### config.mk
export PLATFORM = sky130hd
export DESIGN_NAME = sub_seq
export DESIGN_NICKNAME = d
export VERILOG_FILES = /design/src/rtl/sub_seq.sv
export SDC_FILE = /design/constraint.sdc
export NUM_CORES = 1
export LEC_CHECK = 0
export ABC_AREA = 1
export ABC_CLOCK_PERIOD_IN_PS = 2730
export BUFFER_PORTS_ARGS = -buffer_cell sky130_fd_sc_hd__buf_4
export CORE_MARGIN = 2
export CORE_UTILIZATION = 40
export CTS_BUF_LIST = sky130_fd_sc_hd__clkbuf_8
export DETAILED_ROUTE_END_ITERATION = 8
export PLACE_DENSITY = 0.65
export SYNTH_ARGS = -nofsm -noshare
export SYNTH_HDL_FRONTEND = slang
export SYNTH_SLANG_ARGS = --single-unit
### constraint.sdc
create_clock -name CLK -period 2.73 [get_ports CLK]
set_clock_uncertainty 0.2 [all_clocks]
set_input_delay 0.546 -clock CLK [delete_from_list [all_inputs] [get_ports CLK]]
set_output_delay 0.546 -clock CLK [all_outputs]
set_load 0.02 [all_outputs]
### src/rtl/sub_seq.sv
// Multi-word subtract sequencer: one N-bit subtract slice per cycle, LS word first,
// with a registered borrow (as carry) chained between slices.
module sub_seq #(
  parameter int unsigned N     = 2,
  parameter int unsigned WORDS = 4
) (
  input  logic               CLK,
  input  logic               RESET,
  input  logic               start_valid,
  output logic               start_ready,
  input  logic [N*WORDS-1:0] I0,
  input  logic [N*WORDS-1:0] I1,
  input  logic               BIN,
  output logic [N*WORDS-1:0] O,
  output logic               COUT,
  output logic               EQ,
  output logic               done_valid,
  input  logic               done_ready
);

  localparam int unsigned W    = N * WORDS;
  localparam int unsigned IdxW = (WORDS > 1) ? $clog2(WORDS) : 1;

  typedef enum logic [1:0] {StIdle, StRun, StDone} state_e;

  state_e state_q, state_d;

  logic [W-1:0]    a_q, a_d, b_q, b_d, o_q, o_d;
  logic            carry_q, carry_d, cout_q, cout_d, eq_q, eq_d;
  logic [IdxW-1:0] idx_q, idx_d;

  logic [31:0]  base;
  logic [N-1:0] a_word, b_word;
  logic [N:0]   slice_sum;
  logic         last_word;

  always_ff @(posedge CLK or posedge RESET) begin
    if (RESET) begin
      state_q <= StIdle;
    end else begin
      state_q <= state_d;
    end
  end

  assign last_word = (idx_q == IdxW'(WORDS - 1));

  always_comb begin
    state_d = state_q;
    unique case (state_q)
      StIdle: if (start_valid) state_d = StRun;
      StRun:  if (last_word) state_d = StDone;
      StDone: if (done_ready) state_d = StIdle;
      default: state_d = StIdle;
    endcase
  end

  always_comb begin
    start_ready = 1'b0;
    done_valid  = 1'b0;
    unique case (state_q)
      StIdle:  start_ready = 1'b1;
      StDone:  done_valid  = 1'b1;
      default: ;
    endcase
  end

  // Subtraction as A + ~B + carry, where carry = ~borrow.
  assign base      = 32'(idx_q) * N;
  assign a_word    = a_q[base +: N];
  assign b_word    = b_q[base +: N];
  assign slice_sum = {1'b0, a_word} + {1'b0, ~b_word} + {{N{1'b0}}, carry_q};

  always_comb begin
    a_d     = a_q;
    b_d     = b_q;
    o_d     = o_q;
    carry_d = carry_q;
    cout_d  = cout_q;
    eq_d    = eq_q;
    idx_d   = idx_q;
    if (state_q == StIdle && start_valid) begin
      a_d     = I0;
      b_d     = I1;
      carry_d = ~BIN;
      idx_d   = '0;
    end else if (state_q == StRun) begin
      o_d[base +: N] = slice_sum[N-1:0];
      carry_d        = slice_sum[N];
      idx_d          = idx_q + IdxW'(1);
      if (last_word) begin
        cout_d = slice_sum[N];
        eq_d   = (o_d == '0) && slice_sum[N];
      end
    end
  end

  always_ff @(posedge CLK or posedge RESET) begin
    if (RESET) begin
      a_q     <= '0;
      b_q     <= '0;
      o_q     <= '0;
      carry_q <= 1'b0;
      cout_q  <= 1'b0;
      eq_q    <= 1'b0;
      idx_q   <= '0;
    end else begin
      a_q     <= a_d;
      b_q     <= b_d;
      o_q     <= o_d;
      carry_q <= carry_d;
      cout_q  <= cout_d;
      eq_q    <= eq_d;
      idx_q   <= idx_d;
    end
  end

  assign O    = o_q;
  assign COUT = cout_q;
  assign EQ   = eq_q;

endmodule

==> metrics.txt, run 1 <==
Yosys cell types 24; share of layout cells above drive strength 1 0.230; Worst setup SP type flop; final worst-path cycle share 0.928; worst vdd rail ir drop between 400 and 500 uV; Worst EP required 2.70 ns; crit path kind reg2reg; Synth Instances roughly 200; clk slew on worst S/H paths around 0.07 ns; vias in the first global route 1243; root buffer cell clkbuf_8; Slew Limit Fails 0; DP HPWL around 2400 um; Design Area, Final 0.00203 mm2; area leader, netlist dfrtp_1; Layout Nets roughly 270; DRT antenna net count 0; Initial Util 0.412; Final Hold Fails 0; Peak Freq around 390 MHz; worst slew pin tran between 0.3 and 0.4 ns; GR Util All Layers 0.163; Vert. Die Dim 67.7 um; status completed; MaxCap Viol Count 0; syn_area_per_cell ~8 um2; Die Width ~68 um; slack of the worst reg-to-reg path between 0.15 and 0.2 ns; global-route wire length before repair 5510 um; crit path capture EQ; Core Region a little under 0.004 mm2; class of the worst hold path in2async; PnR Total Power roughly 2.6 mW; synthesized net count roughly 230; Vias/cell between 4 and 5; Final TNS setup 0 ns; # H-tree levels 2; Final GP Congestion 0.884; Ports 33; setup violators final 0; leak pwr 1.07 nW; drt drc 0; sequential area share after synthesis 0.478; via count ~1.4k; r2r startpoint idx_q[0]; CP endpoint kind flop; drt pass-1 iters 4; Std-Cell Rows 23; CTS tree done; final core area utilization 0.514; P per Cell Area between 1000 and 1500 mW/mm2; Clk Latency, worst-skew pair roughly 0.29 ns; total CTS buffers 5; minimum clock period about 2.5 ns; final WL 3210 um; synth top area cells dfrtp_1, nand2_1, nor2_1; Die ar. 0.00458 mm2; Avg WL per Cell ~11 um; RSZ-0062 raised after global routing false; CP Max Fanout 10; I/O Buffers 32; WHS roughly 0.13 ns; total grt overflow 0; Yosys warning total 0; CP startpoint idx_q[0]; Area Growth Syn to Fin 24.8%; Reg-to-Reg End EQ; Sink Count 31; pin count of the biggest net entering global routing 32; Mapped Area 0.00162 mm2; area post-placement between 0.0015 and 0.002 mm2; initial antenna violation count 0; worst r2r path cells 12; CP Data Arrival Time between 2 and 3 ns; Clock Tree Buf Depth 2; DRT iter0 DRCs between 60 and 70; Post-CTS Hold Buffers 0; ant diodes 0; flops & latches, synth 31; slew margin rel. 0.740; post-synth top area share 0.478
[registers in the layout (all words and copies together), names as in the netlist]
register,cells
COUT,1
EQ,1
O,8
a_q,8
b_q,8
carry_q,1
idx_q,2
state_q,2
[report_power, final]
part,internal [mW],switching [mW],total [mW]
Sequential,0.682,0.145,0.826
Combinational,0.550,0.855,1.40
Clock,0.177,0.187,0.364
Total,1.41,1.19,2.60
[layout by cell type (no fill, tap or decap), drive strengths merged]
| master | synthesis | routed |
|---|---|---|
| dfrtp | 31 | 31 |
| clkinvlp | 0 | 2 |
| a31oi | 7 | 7 |
| o31ai | 1 | 1 |
| nand3b | 1 | 1 |
| clkinv | 1 | 1 |
| o21ai | 14 | 14 |
| a21oi | 2 | 2 |
| nand3 | 7 | 7 |
| ha | 6 | 6 |
| or2 | 1 | 1 |
| inv | 21 | 22 |
| clkbuf | 0 | 5 |
| o221ai | 1 | 1 |
| nor2 | 28 | 28 |
| buf | 5 | 36 |
| fa | 2 | 2 |
| nand2 | 72 | 72 |
| o22ai | 3 | 3 |
| o21bai | 1 | 1 |
[worst min path at each step]
stage | to | start | cells after the start | slack, ns
2_1_floorplan | b_q[4] | b_q[4] | 2 | 0.24
3_3_place_gp | COUT | COUT | 2 | 0.26
3_5_place_dp | a_q[7] | a_q[7] | 2 | 0.27
4_1_cts | carry_q | RESET | 3 | 0.15
5_1_grt | O[4] | RESET | 3 | 0.18
6_report | O[4] | RESET | 3 | 0.13
[cells in the mapped netlist (all sizes together)]
| cell type | number |
|---|---|
| nand2 | 72 |
| dfrtp | 31 |
| nor2 | 28 |
| inv | 21 |
| o21ai | 14 |
| a31oi | 7 |
| nand3 | 7 |
| ha | 6 |
| buf | 5 |
| o22ai | 3 |
| a21oi | 2 |
| fa | 2 |
| clkinv | 1 |
| nand3b | 1 |
| o21bai | 1 |
| o221ai | 1 |
| o31ai | 1 |
| or2 | 1 |
[routing by layer]
layer / part of all wire / global-route usage / vias up
li1: - / - / 718
met1: 0.47 / 0.204 / 622
met2: 0.48 / 0.266 / 29
met3: 0.047 / 0.0500 / 2
met4: 0.0087 / 0.0536 / 0
met5: 0 / 0 / -
[area by class of cell]
| type | count | area, um2 |
|---|---|---|
| fillers | 399 | 1920 |
| flip-flops and latches | 31 | 777 |
| clock inverters | 3 | 20.0 |
| multi-input cells | 146 | 741 |
| inverters | 22 | 82.6 |
| repair buffers | 36 | 274 |
| well taps | 50 | 62.6 |
| clock buffers | 5 | 68.8 |
[cell families (layout without fill, tap and decap cells)]
family                   count (synthesis)  after routing  share of synthesized area
flip-flops                              31             31                      0.478
buffers and inverters                   27             66                     0.0717
AO/OA/AOI/OAI                           29             29                      0.103
AND/OR/NAND/NOR                        109            109                      0.277
adder cells (fa/ha/maj)                  8              8                     0.0709
[critical path: stages (launching register included)]
cell      delay [ns]
dfrtp_1         0.40
buf_6           0.15
o21ai_0         0.07
nor2_1          0.16
a21oi_2         0.07
fa_2            0.38
fa_1            0.45
nor2_1          0.19
nand3_1         0.12
nand2_1         0.07
nor2_1          0.04
nand3_1         0.07
o21bai_1        0.06
[through the flow]
stage	cells	setup slack (ns)
floorplan	204	0.0931
global placement	285	0.207
detailed placement	285	0.119
CTS	293	0.110
global route	293	0.00112
finish	293	0.196
[what timing repair did]
item,4_1_cts,5_1_grt
setup buffers,0,0
endpoints found under the hold margin,0,0
endpoints found under the setup margin,0,4
resized for setup,0,7
Power figures use the tool's default switching activity.
==> inputs of run 2 (changes only) <==
BUFFER_PORTS_ARGS = -buffer_cell sky130_fd_sc_hd__buf_2   (was -buffer_cell sky130_fd_sc_hd__buf_4)
==> run 2 against run 1 <==
Net effect: routed wire length rose by 0.50%; sequential power barely moved; die area unchanged; design area shrank 1.7%; setup slack got worse by 0.020 ns; global-route usage is 0.081 points higher; clock-buffer cell count did not move.
==> metrics.txt, run 2 (synthesis results as in run 1) <==
worst slew pin tran around 0.38 ns; P per Cell Area roughly 1400 mW/mm2; Vias/cell 4.68; Worst setup SP type flop; Clk Latency, worst-skew pair ~0.28 ns; worst r2r path cells 12; CP startpoint idx_q[0]; total CTS buffers 5; final core area utilization 0.505; r2r startpoint idx_q[0]; GR Util All Layers 0.164; pin count of the biggest net entering global routing 32; final worst-path cycle share 0.935; Final GP Congestion ~0.90; pre-CTS setup slack 0.0345 ns; Reg-to-Reg End EQ; DP HPWL between 2000 and 2500 um; CP cell instances clkbuf_2 -> o21ai_0 -> nor2_1 -> a21oi_1 -> fa_1 -> fa_1 -> nor2_2 -> nand3_1 -> nand2_1 -> nor2_1 -> nand3_1 -> o21bai_1; Peak Freq 392 MHz; global-route wire length before repair about 5700 um; CP Data Arrival Time approximately 2.6 ns; Worst EP required 2.73 ns; total grt overflow 0; Slew Limit Fails 0; DRT iter0 DRCs between 50 and 60; final setup margin about 0.18 ns; vias in the first global route around 1.3k; drt pass-1 iters 4; slack of the worst reg-to-reg path 0.18 ns; Ports 33; minimum clock period between 2 and 3 ns; class of the worst hold path in2async; Die Width around 68 um; setup violators final 0; Die ar. between 0.004 and 0.005 mm2; most common cell after layout, fill and taps aside nand2_1; slowest CP cell fa_1; PnR Total Power 2.72 mW; MaxCap Viol Count 0; DRT antenna net count 0; ant diodes 0; worst vdd rail ir drop roughly 680 uV; crit path capture EQ; root buffer cell clkbuf_8; slew margin rel. 0.747; Final TNS setup 0 ns; Initial Util 0.412; Vert. Die Dim 67.7 um; # H-tree levels 2; most frequent cells in the layout nand2_1, buf_2, dfrtp_1; share of layout cells above drive strength 1 0.220; initial antenna violation count 0; Std-Cell Rows 23; I/O Buffers 32; CTS tree done; Clock Tree Buf Depth 2; Area Growth Syn to Fin 22.7%; Final Hold Fails 0; Avg WL per Cell around 11 um; Post-CTS Hold Buffers 0; slowest stage delay, CP approximately 0.53 ns; clk slew on worst S/H paths ~0.070 ns; Layout Nets ~270; via count about 1.4k; RSZ-0062 raised after global routing false; final WL approximately 3200 um; leak pwr between 1 and 1.5 nW; status completed; CP endpoint kind flop; Sink Count 31; crit path kind reg2reg; CP Max Fanout 6; drt drc 0; Core Region a little under 0.004 mm2
[run 2: cell types whose count changed in the layout (fill, tap and decap cells not counted), sizes merged]
| cell | change |
|---|---|
| clkbuf | +1 |
| clkinvlp | -2 |
| bufinv | +2 |
| buf | +1 |
[run 2: what timing repair did]
item | 4_1_cts | 5_1_grt
resized for setup | 1 | 3
gates cloned | 0 | 0
setup buffers | 0 | 2
setup endpoints to repair | 1 | 1
[run 2: area by class of cell]
class | instances | area [um2]
Inverter | 22 | 82.6
Sequential cell | 31 | 777
Fill cell | 385 | 1950
Clock inverter | 3 | 63.8
Clock buffer | 5 | 68.8
Tap cell | 50 | 62.6
Timing Repair Buffer | 38 | 203
Multi-Input combinational cell | 146 | 733
[run 2: worst min path at each step]
| stage | endpoint | slack [ns] |
|---|---|---|
| finish | a_q[6] | 0.12 |
| detailed placement | COUT | 0.26 |
| global route | a_q[6] | 0.19 |
| global placement | COUT | 0.25 |
| floorplan | b_q[4] | 0.24 |
| CTS | a_q[6] | 0.14 |
[run 2: per-layer routing]
metal,vias to the layer above,track usage,wire (um)
li1,723,-,-
met1,625,0.201,1520
met2,28,0.281,1540
met3,5,0.0400,140
met4,0,0.0536,29
met5,-,0,0
[run 2: report_power, final]
part           leakage [nW]  internal (mW)  switching, mW
Clock                0.0695          0.361          0.166
Combinational         0.627          0.506          0.867
Sequential            0.381          0.682          0.142
Total                  1.08           1.55           1.17
[run 2: per-stage QoR]
stage	hold WS, ns	std cells	instance area [um2]
after CTS	0.138	293	1980
after floorplan	0.244	204	1620
final	0.125	295	1990
after detailed placement	0.255	285	1840
after global routing	0.185	295	1990
after global placement	0.254	285	1840
[run 2: critical path: cells and delay by family, from the launching register on]
family | cells | cell delay (ns)
simple gates | 6 | 0.51
compound gates | 3 | 0.26
buf+inv | 1 | 0.16
flops | 1 | 0.40
fa+ha+maj | 2 | 0.94
